## config.mk

```make
export PLATFORM = sky130hd
export DESIGN_NAME = fetch_stage_flat
export DESIGN_NICKNAME = d
export VERILOG_FILES = /design/src/rtl/fetch_stage_if.sv /design/src/rtl/fetch_stage.sv /design/src/flat_wrapper.sv
export SDC_FILE = /design/constraint.sdc
export NUM_CORES = 1
export LEC_CHECK = 0
export BUFFER_PORTS_ARGS = -buffer_cell sky130_fd_sc_hd__buf_2
export CAP_MARGIN = 10
export CORE_UTILIZATION = 47
export DETAILED_ROUTE_END_ITERATION = 8
export GPL_TIMING_DRIVEN = 0
export PLACE_DENSITY = 0.76
export SYNTH_ARGS = -nofsm -noshare
export SYNTH_HDL_FRONTEND = slang
export SYNTH_SLANG_ARGS = --single-unit
export TNS_END_PERCENT = 10
```

## constraint.sdc

```tcl
create_clock -name clk -period 2.3 [get_ports clk]
set_clock_uncertainty 0.2 [all_clocks]
set_input_delay 0.115 -clock clk [delete_from_list [all_inputs] [get_ports clk]]
set_output_delay 0.115 -clock clk [all_outputs]
set_load 0.01 [all_outputs]
```

## src/rtl/fetch_stage_if.sv

```systemverilog
// Shared address/word types and the bus bundle between the fetch stage, the
// instruction ROM, execute (redirects) and decode (IF/ID handshake).
package fetch_pkg;
  typedef logic [9:0]  RomAddress;
  typedef logic [31:0] UWord;
endpackage

interface fetch_stage_if;
  import fetch_pkg::*;

  RomAddress   rom_address;
  UWord        rom_data;
  logic        redirect_valid;
  RomAddress   redirect_pc;
  logic        out_valid;
  logic        out_ready;
  RomAddress   out_pc;
  UWord        out_instr;
  logic        out_fault;
  logic        halted;
  logic [31:0] fetch_count;

  modport master (
    output rom_address,
    input  rom_data,
    input  redirect_valid,
    input  redirect_pc,
    output out_valid,
    input  out_ready,
    output out_pc,
    output out_instr,
    output out_fault,
    output halted,
    output fetch_count
  );

  modport slave (
    input  rom_address,
    output rom_data,
    output redirect_valid,
    output redirect_pc,
    input  out_valid,
    output out_ready,
    input  out_pc,
    input  out_instr,
    input  out_fault,
    input  halted,
    input  fetch_count
  );
endinterface

```

## src/rtl/fetch_stage.sv

```systemverilog
// Instruction-fetch stage: owns the PC, addresses the combinational ROM and
// registers the returned word into the IF/ID slot drained by decode.
module fetch_stage
  import fetch_pkg::*;
#(
  parameter RomAddress RESET_PC  = '0,
  parameter UWord      NOP_INSTR = 32'h0000_0013
) (
  input logic          clk,
  input logic          reset_n,
  fetch_stage_if.master bus
);

  typedef enum logic [1:0] {BOOT, RUN, HALT} state_e;

  state_e      state_q, state_d;
  RomAddress   pc_q, pc_d;
  logic        out_valid_q, out_valid_d;
  RomAddress   out_pc_q, out_pc_d;
  UWord        out_instr_q, out_instr_d;
  logic        out_fault_q, out_fault_d;
  logic [31:0] fetch_count_q, fetch_count_d;

  logic advance;
  logic accept;

  assign advance = !out_valid_q || bus.out_ready;
  assign accept  = out_valid_q && bus.out_ready;

  always_ff @(posedge clk or negedge reset_n) begin
    if (!reset_n) begin
      state_q <= BOOT;
    end else begin
      state_q <= state_d;
    end
  end

  // Handing a fault marker to decode is the only way out of RUN.
  always_comb begin
    state_d = state_q;
    case (state_q)
      BOOT:    state_d = RUN;
      RUN:     if (accept && out_fault_q) state_d = HALT;
      HALT:    state_d = HALT;
      default: state_d = BOOT;
    endcase
  end

  always_comb begin
    pc_d          = pc_q;
    out_valid_d   = out_valid_q;
    out_pc_d      = out_pc_q;
    out_instr_d   = out_instr_q;
    out_fault_d   = out_fault_q;
    fetch_count_d = fetch_count_q;
    if (state_q == RUN) begin
      if (accept) begin
        fetch_count_d = fetch_count_q + 32'd1;
      end
      if (accept && out_fault_q) begin
        out_valid_d = 1'b0;
        out_instr_d = NOP_INSTR;
      end else if (bus.redirect_valid) begin
        // Wrong-path flush: the slot empties, one bubble before the target.
        pc_d        = bus.redirect_pc;
        out_valid_d = 1'b0;
        out_instr_d = NOP_INSTR;
      end else if (advance) begin
        out_valid_d = 1'b1;
        out_pc_d    = pc_q;
        if (pc_q[1:0] == 2'b00) begin
          out_instr_d = bus.rom_data;
          out_fault_d = 1'b0;
          pc_d        = pc_q + RomAddress'(4);
        end else begin
          out_instr_d = NOP_INSTR;
          out_fault_d = 1'b1;
        end
      end
    end
  end

  always_ff @(posedge clk or negedge reset_n) begin
    if (!reset_n) begin
      pc_q          <= RESET_PC;
      out_valid_q   <= 1'b0;
      out_pc_q      <= '0;
      out_instr_q   <= NOP_INSTR;
      out_fault_q   <= 1'b0;
      fetch_count_q <= '0;
    end else begin
      pc_q          <= pc_d;
      out_valid_q   <= out_valid_d;
      out_pc_q      <= out_pc_d;
      out_instr_q   <= out_instr_d;
      out_fault_q   <= out_fault_d;
      fetch_count_q <= fetch_count_d;
    end
  end

  assign bus.rom_address = pc_q;
  assign bus.out_valid   = out_valid_q;
  assign bus.out_pc      = out_pc_q;
  assign bus.out_instr   = out_instr_q;
  assign bus.out_fault   = out_fault_q;
  assign bus.halted      = (state_q == HALT);
  assign bus.fetch_count = fetch_count_q;

endmodule

```

## src/flat_wrapper.sv

```systemverilog
// flat-port wrapper written by rule: the top's interface ports become plain ports
module fetch_stage_flat import fetch_pkg::*;
#(
  parameter RomAddress RESET_PC  = '0,
  parameter UWord      NOP_INSTR = 32'h0000_0013
)
  (clk, reset_n, bus_rom_address, bus_rom_data, bus_redirect_valid, bus_redirect_pc, bus_out_valid, bus_out_ready, bus_out_pc, bus_out_instr, bus_out_fault, bus_halted, bus_fetch_count);
  fetch_stage_if bus_i ();
  input logic clk;
  input logic reset_n;
  output wire logic [$bits(bus_i.rom_address)-1:0] bus_rom_address;
  input wire logic [$bits(bus_i.rom_data)-1:0] bus_rom_data;
  input wire logic [$bits(bus_i.redirect_valid)-1:0] bus_redirect_valid;
  input wire logic [$bits(bus_i.redirect_pc)-1:0] bus_redirect_pc;
  output wire logic [$bits(bus_i.out_valid)-1:0] bus_out_valid;
  input wire logic [$bits(bus_i.out_ready)-1:0] bus_out_ready;
  output wire logic [$bits(bus_i.out_pc)-1:0] bus_out_pc;
  output wire logic [$bits(bus_i.out_instr)-1:0] bus_out_instr;
  output wire logic [$bits(bus_i.out_fault)-1:0] bus_out_fault;
  output wire logic [$bits(bus_i.halted)-1:0] bus_halted;
  output wire logic [$bits(bus_i.fetch_count)-1:0] bus_fetch_count;
  assign bus_rom_address = bus_i.rom_address;
  assign bus_i.rom_data = bus_rom_data;
  assign bus_i.redirect_valid = bus_redirect_valid;
  assign bus_i.redirect_pc = bus_redirect_pc;
  assign bus_out_valid = bus_i.out_valid;
  assign bus_i.out_ready = bus_out_ready;
  assign bus_out_pc = bus_i.out_pc;
  assign bus_out_instr = bus_i.out_instr;
  assign bus_out_fault = bus_i.out_fault;
  assign bus_halted = bus_i.halted;
  assign bus_fetch_count = bus_i.fetch_count;
  fetch_stage #(.RESET_PC(RESET_PC), .NOP_INSTR(NOP_INSTR)) u_core (.clk(clk), .reset_n(reset_n), .bus(bus_i));
endmodule
```

# After elaboration in Yosys (flattened, before gate mapping)
# Cells that the tools add are included.
word_totals:
  latch_bits: 0
  inputBits: 46
  mem_bits_ro: 0
  ff_bits: 88
  mem_count: 0
  word_cells: 40
  ram_bits: 0
classes:
  muxes: 13
  n_addsub: 2
  eq_ne: 3
  n_reduce_logical: 13
  n_bitwise: 2
  order_cmp: 0
  mul: 0
  shifts: 0
  div: 0
op_table:
  columns: ["operator", "n"]
  rows:
  - ["32-bit 2-to-1 mux", 4]
  - ["32-bit by 1-bit adder with 32-bit output, second input constant", 1]
  - ["10-bit 2-to-1 mux", 3]
  - ["10-bit by 3-bit adder with 10-bit output, second input constant", 1]
  - ["4-bit AND reduction", 2]
  - ["2-bit one-hot mux with 3 select lines", 1]
  - ["2-bit logical NOT", 2]
  - ["1-bit 2-to-1 mux", 4]
  - ["2-bit AND reduction", 2]
  - ["2-bit nonzero test", 2]
  - ["3-bit nonzero test", 1]
  - ["2-bit by 1-bit == test with 1-bit output, second input constant", 1]
  - ["2-bit == test, second input constant", 1]
  - ["1-bit logical AND", 2]
  - ["2-bit 2-to-1 mux", 1]
  - ["2-bit inequality test, second input constant", 1]
  - ["1-bit inverter", 2]
  - ["1-bit logical NOT", 1]
  - ["1-bit logical OR", 1]

# Logic depth before layout (Yosys ltp)
logic_depth:
  word_depth: 5
  mapped_depth: 7
  mapped_depth_nobuf: 6

# Worst setup path after synthesis
# OpenSTA, ideal clock, no wires.
synth_path:
  path_type: "register to register"
  startpoint: "register u_core.state_q[1]"
  endpoint: "register u_core.fetch_count_q[15] (netlist: u_core.bus.fetch_count[15])"
  required_ps: 1973
  slack_ps: 307
  period_less_slack_ps: 1993
  n_path_buf: 1
  arrival_time_ps: 1666
  stages_incl_launch_ff: 8
  path_cell_list: "dfrtp_1 > inv_1 > ha_1 > nand3_2 > nor4_2 > buf_2 > nand4_1 > xnor2_1"
synth_between:
  elab_chain_len: 2
synth_rtl:
  columns: ["element", "line", "text"]
  rows:
  - ["start, declared", "fetch_stage.sv:16", "state_e state_q, state_d;"]
  - ["start signal, assigned", "fetch_stage.sv:34", "state_q <= state_d;"]
  - ["2-bit by 1-bit == test with 1-bit output", "fetch_stage.sv:56", "if (state_q == RUN) begin"]
  - ["2-bit AND reduction (no line)", null, null]
  - ["end signal, assigned", "fetch_stage.sv:97", "fetch_count_q <= fetch_count_d;"]
  - ["end, declared", "fetch_stage.sv:22", "logic [31:0] fetch_count_q, fetch_count_d;"]
# No other way between the ends.
# A chain may end at the register's enable or synchronous reset.

# Worst setup path after layout
layout_path:
  startpoint: "register u_core.state_q[1]"
  endpoint: "register u_core.fetch_count_q[23] (netlist: u_core.bus.fetch_count[23])"
# Same word-level chain as after synthesis.

==> metrics.md <==
| Metric | Value |
|---|---|
| H-Tree Depth | 3 |
| Worst Setup End Kind | flop |
| Worst-Margin Slew | 0.6159 ns |
| Largest vdd supply drop | 0.6399 mV |
| Crit start category | flop |
| Via/cell ratio | 5.278 |
| Synth unique cells | 40 |
| CORE AREA | 0.007767 sq mm |
| Share of the synthesized area in the top cell type | 0.5585 |
| Number of flops mapped to enable cells by yosys | 0 |
| Leak | 2.697 nW |
| Syn Area/Cell | 12.49 sq um |
| Final max-slew violation count | 0 |
| Post-Layout Cell Count | 601 |
| Worst setup path startpoint | u_core.state_q[1] |
| Initial cell density of the core | 0.4903 |
| Top cells by area, synth | dfrtp_1 56%, a22o_1 8.5%, xnor2_1 4.6%, mux2_2 3.8%, xor2_1 2.5% |
| Longest Clk Path Bufs | 2 |
| Placed cells | 540 |
| Tmin final | 2.108 ns |
| Critical-path top delay cell | dfrtp_1 |
| ANT cells | 0 |
| GPL Wtd Cong | 0.7792 |
| Fin crit share | 0.9165 |
| Crit path required time | 2.33 ns |
| Class of the most critical setup path | reg -> reg |
| Proportion of layout cells with a drive suffix above 1 | 0.3747 |
| Clk slew on worst S/H paths | 0.08 ns |
| Status | finished clean |
| Die height | 92.02 microns |
| RSZ-0062 raised after global routing | no |
| Syn Inst Count | 305 |
| DP Wirelength | 5936 microns |
| CTS tree | done |
| Sum Neg Setup Slack | 0 ns |
| Area Growth Syn to Fin | 38.96% |
| Synthesized cell area | 0.003809 sq mm |
| DRC Markers | 0 |
| Core Rows | 32 |
| Top-count cell post-synth | dfrtp_1 |
| Final nets | 545 |
| Ys async rst share | 1.000 |
| GRT Residual Overflow | 0 |
| Flops & latches, synth | 88 |
| Antenna-violating nets left | 0 |
| Die width | 92.02 microns |
| Final setup viols | 0 |
| Drt pass-1 iters | 4 |
| Max-Slew Margin vs Limit | 0.5871 |
| All-Layer GR Usage | 0.2276 |
| Antenna violations before repair | 0 |
| CP delay by family, top | simple AND/OR/NAND/NOR gates |
| Total Die Area | 0.008468 sq mm |
| Hold/Removal Path Class | in -> async |
| Top cells by count, synth | 85 x dfrtp_1, 37 x a22o_1, 20 x xnor2_1 |
| Ys Warns | 0 |
| Placement Setup Slack | -0.05793 ns |
| Post-layout util | 0.6814 |
| Predominant post-synthesis flop cell | dfrtp_1 |
| Max incr delay on CP | 0.38 ns |
| Clock Tree Root | clkbuf_8 |
| Num CTS Buffers | 9 |
| Mapped Nets | 356 |
| Max cap viols | 0 |
| Pin count of the biggest net entering global routing | 52 |
| CP cell instances | inv_1, ha_2, nand3_2, nor4_4, buf_4, nand4_1, xnor2_1 |
| Setup ws final | 0.1921 ns |
| RR Startpoint | u_core.state_q[1] |
| Port Buf Inserts | 132 |
| Postcts setup bufs | 0 |
| CP Data Arrival Time | 2.14 ns |
| Post-synthesis sequential area ratio | 0.5792 |
| WL/cell | 15.06 microns |
| Worst-Skew Late Latency | 0.35 ns |
| Final Hold Fails | 0 |
| Sink Count | 88 |
| Largest area contributor in the netlist | dfrtp_1 |
| Iteration-0 DRC Markers | 102 |
| Critical-path maximum fanout | 10 |
| Ports | 133 |
| First-pass GRT wire length | 15060 microns |
| Power Dens Cells | 958.6 mW/mm^2 |
| Number of buffers and inverters on the critical path | 2 |
| Vias in the first global route | 3133 |
| Fmax achieved | 474.4 MHz |
| Vias | 3172 |
| Overall routed net length | 9050 microns |
[where the power goes]
part,internal (W),switching [W]
sequential,0.00199,0.000347
combinational,0.000818,0.000853
clock,0.000531,0.000531
[sequential cells by signal, summed over array words and instances, names as in the netlist]
signal and count:
u_core.bus.fetch_count 32, u_core.bus.out_pc 10, u_core.bus.out_instr 32, u_core.bus.rom_address 10
u_core.state_q 2, u_core.bus.out_fault 1, u_core.bus.out_valid 1
[placed cells by master (no fill, tap or decap), drive strengths merged, types with 2 or more instances in the layout]
cell type / count
a21oi: 6
a22o: 37
and2: 9
and3: 7
and4: 6
buf: 138
clkbuf: 17
clkinv: 3
dfrtp: 85
dfstp: 3
dlygate4sd3: 45
ha: 5
inv: 2
mux2: 13
mux2i: 2
nand2: 15
nand2b: 3
nand3: 13
nand4: 16
nor2: 15
nor3: 5
nor4: 2
o21ai: 6
o22a: 3
or2: 2
xnor2: 20
xor2: 11
[final timing paths]
path	to	slack, ns	cells past startpoint
min reg2reg	u_core.bus.fetch_count[31]	0.27	1
min	u_core.bus.out_instr[19]	0.07	2
max	u_core.bus.fetch_count[23]	0.19	7
min in group clk	u_core.bus.fetch_count[31]	0.27	1
max in group asynchronous	u_core.state_q[0]	1.21	3
max reg2reg	u_core.bus.fetch_count[23]	0.19	7
[metal layers]
layer | up-vias | wire (microns) | global-route usage
met5 | - | 0 | 0
met4 | 0 | 125 | 0.09505
met2 | 115 | 4350 | 0.3632
met3 | 10 | 526 | 0.05307
met1 | 1550 | 4047 | 0.2989
li1 | 1497 | - | -
[cell families (layout without fill, tap and decap cells)]
group                    after synthesis  after routing  synth area share
AO/OA/AOI/OAI                         55             55            0.1150
XOR/XNOR                              31             31           0.07129
adder cells (fa/ha/maj)                5              5           0.01643
buffers and inverters                 13            207           0.01445
flip-flops                            88             88            0.5792
multiplexers                          15             15           0.04369
AND/OR/NAND/NOR                       98             98            0.1600
[timing repair]
item	4_1_cts	5_1_grt
endpoints found under the setup margin	8	48
pin swaps	0	1
hold endpoints to repair	131	0
hold buffers	45	0
resized for setup	1	4
[layout make-up]
class,instances,area (sq um)
fill,569,2475
timing repair buffer,178,1141
clock buffer,11,141.4
clock inverter,5,56.30
multi-input combinational,204,1563
sequential,88,2206
tap,102,127.6
buffer,11,50.05
inverter,2,7.507
[per-stage QoR]
step / hold slack, ns / total power (W) / instance area (sq um)
detailed placement: -0.08921 / 0.003953 / 4627
global route: 0.1036 / 0.005411 / 5293
finish: 0.06688 / 0.005073 / 5293
CTS: 0.06746 / 0.005102 / 5284
global placement: 0.1306 / 0.003886 / 4597
floorplan: -0.3806 / 0.003231 / 3809
Note: power is estimated with default switching activity, not from simulation.
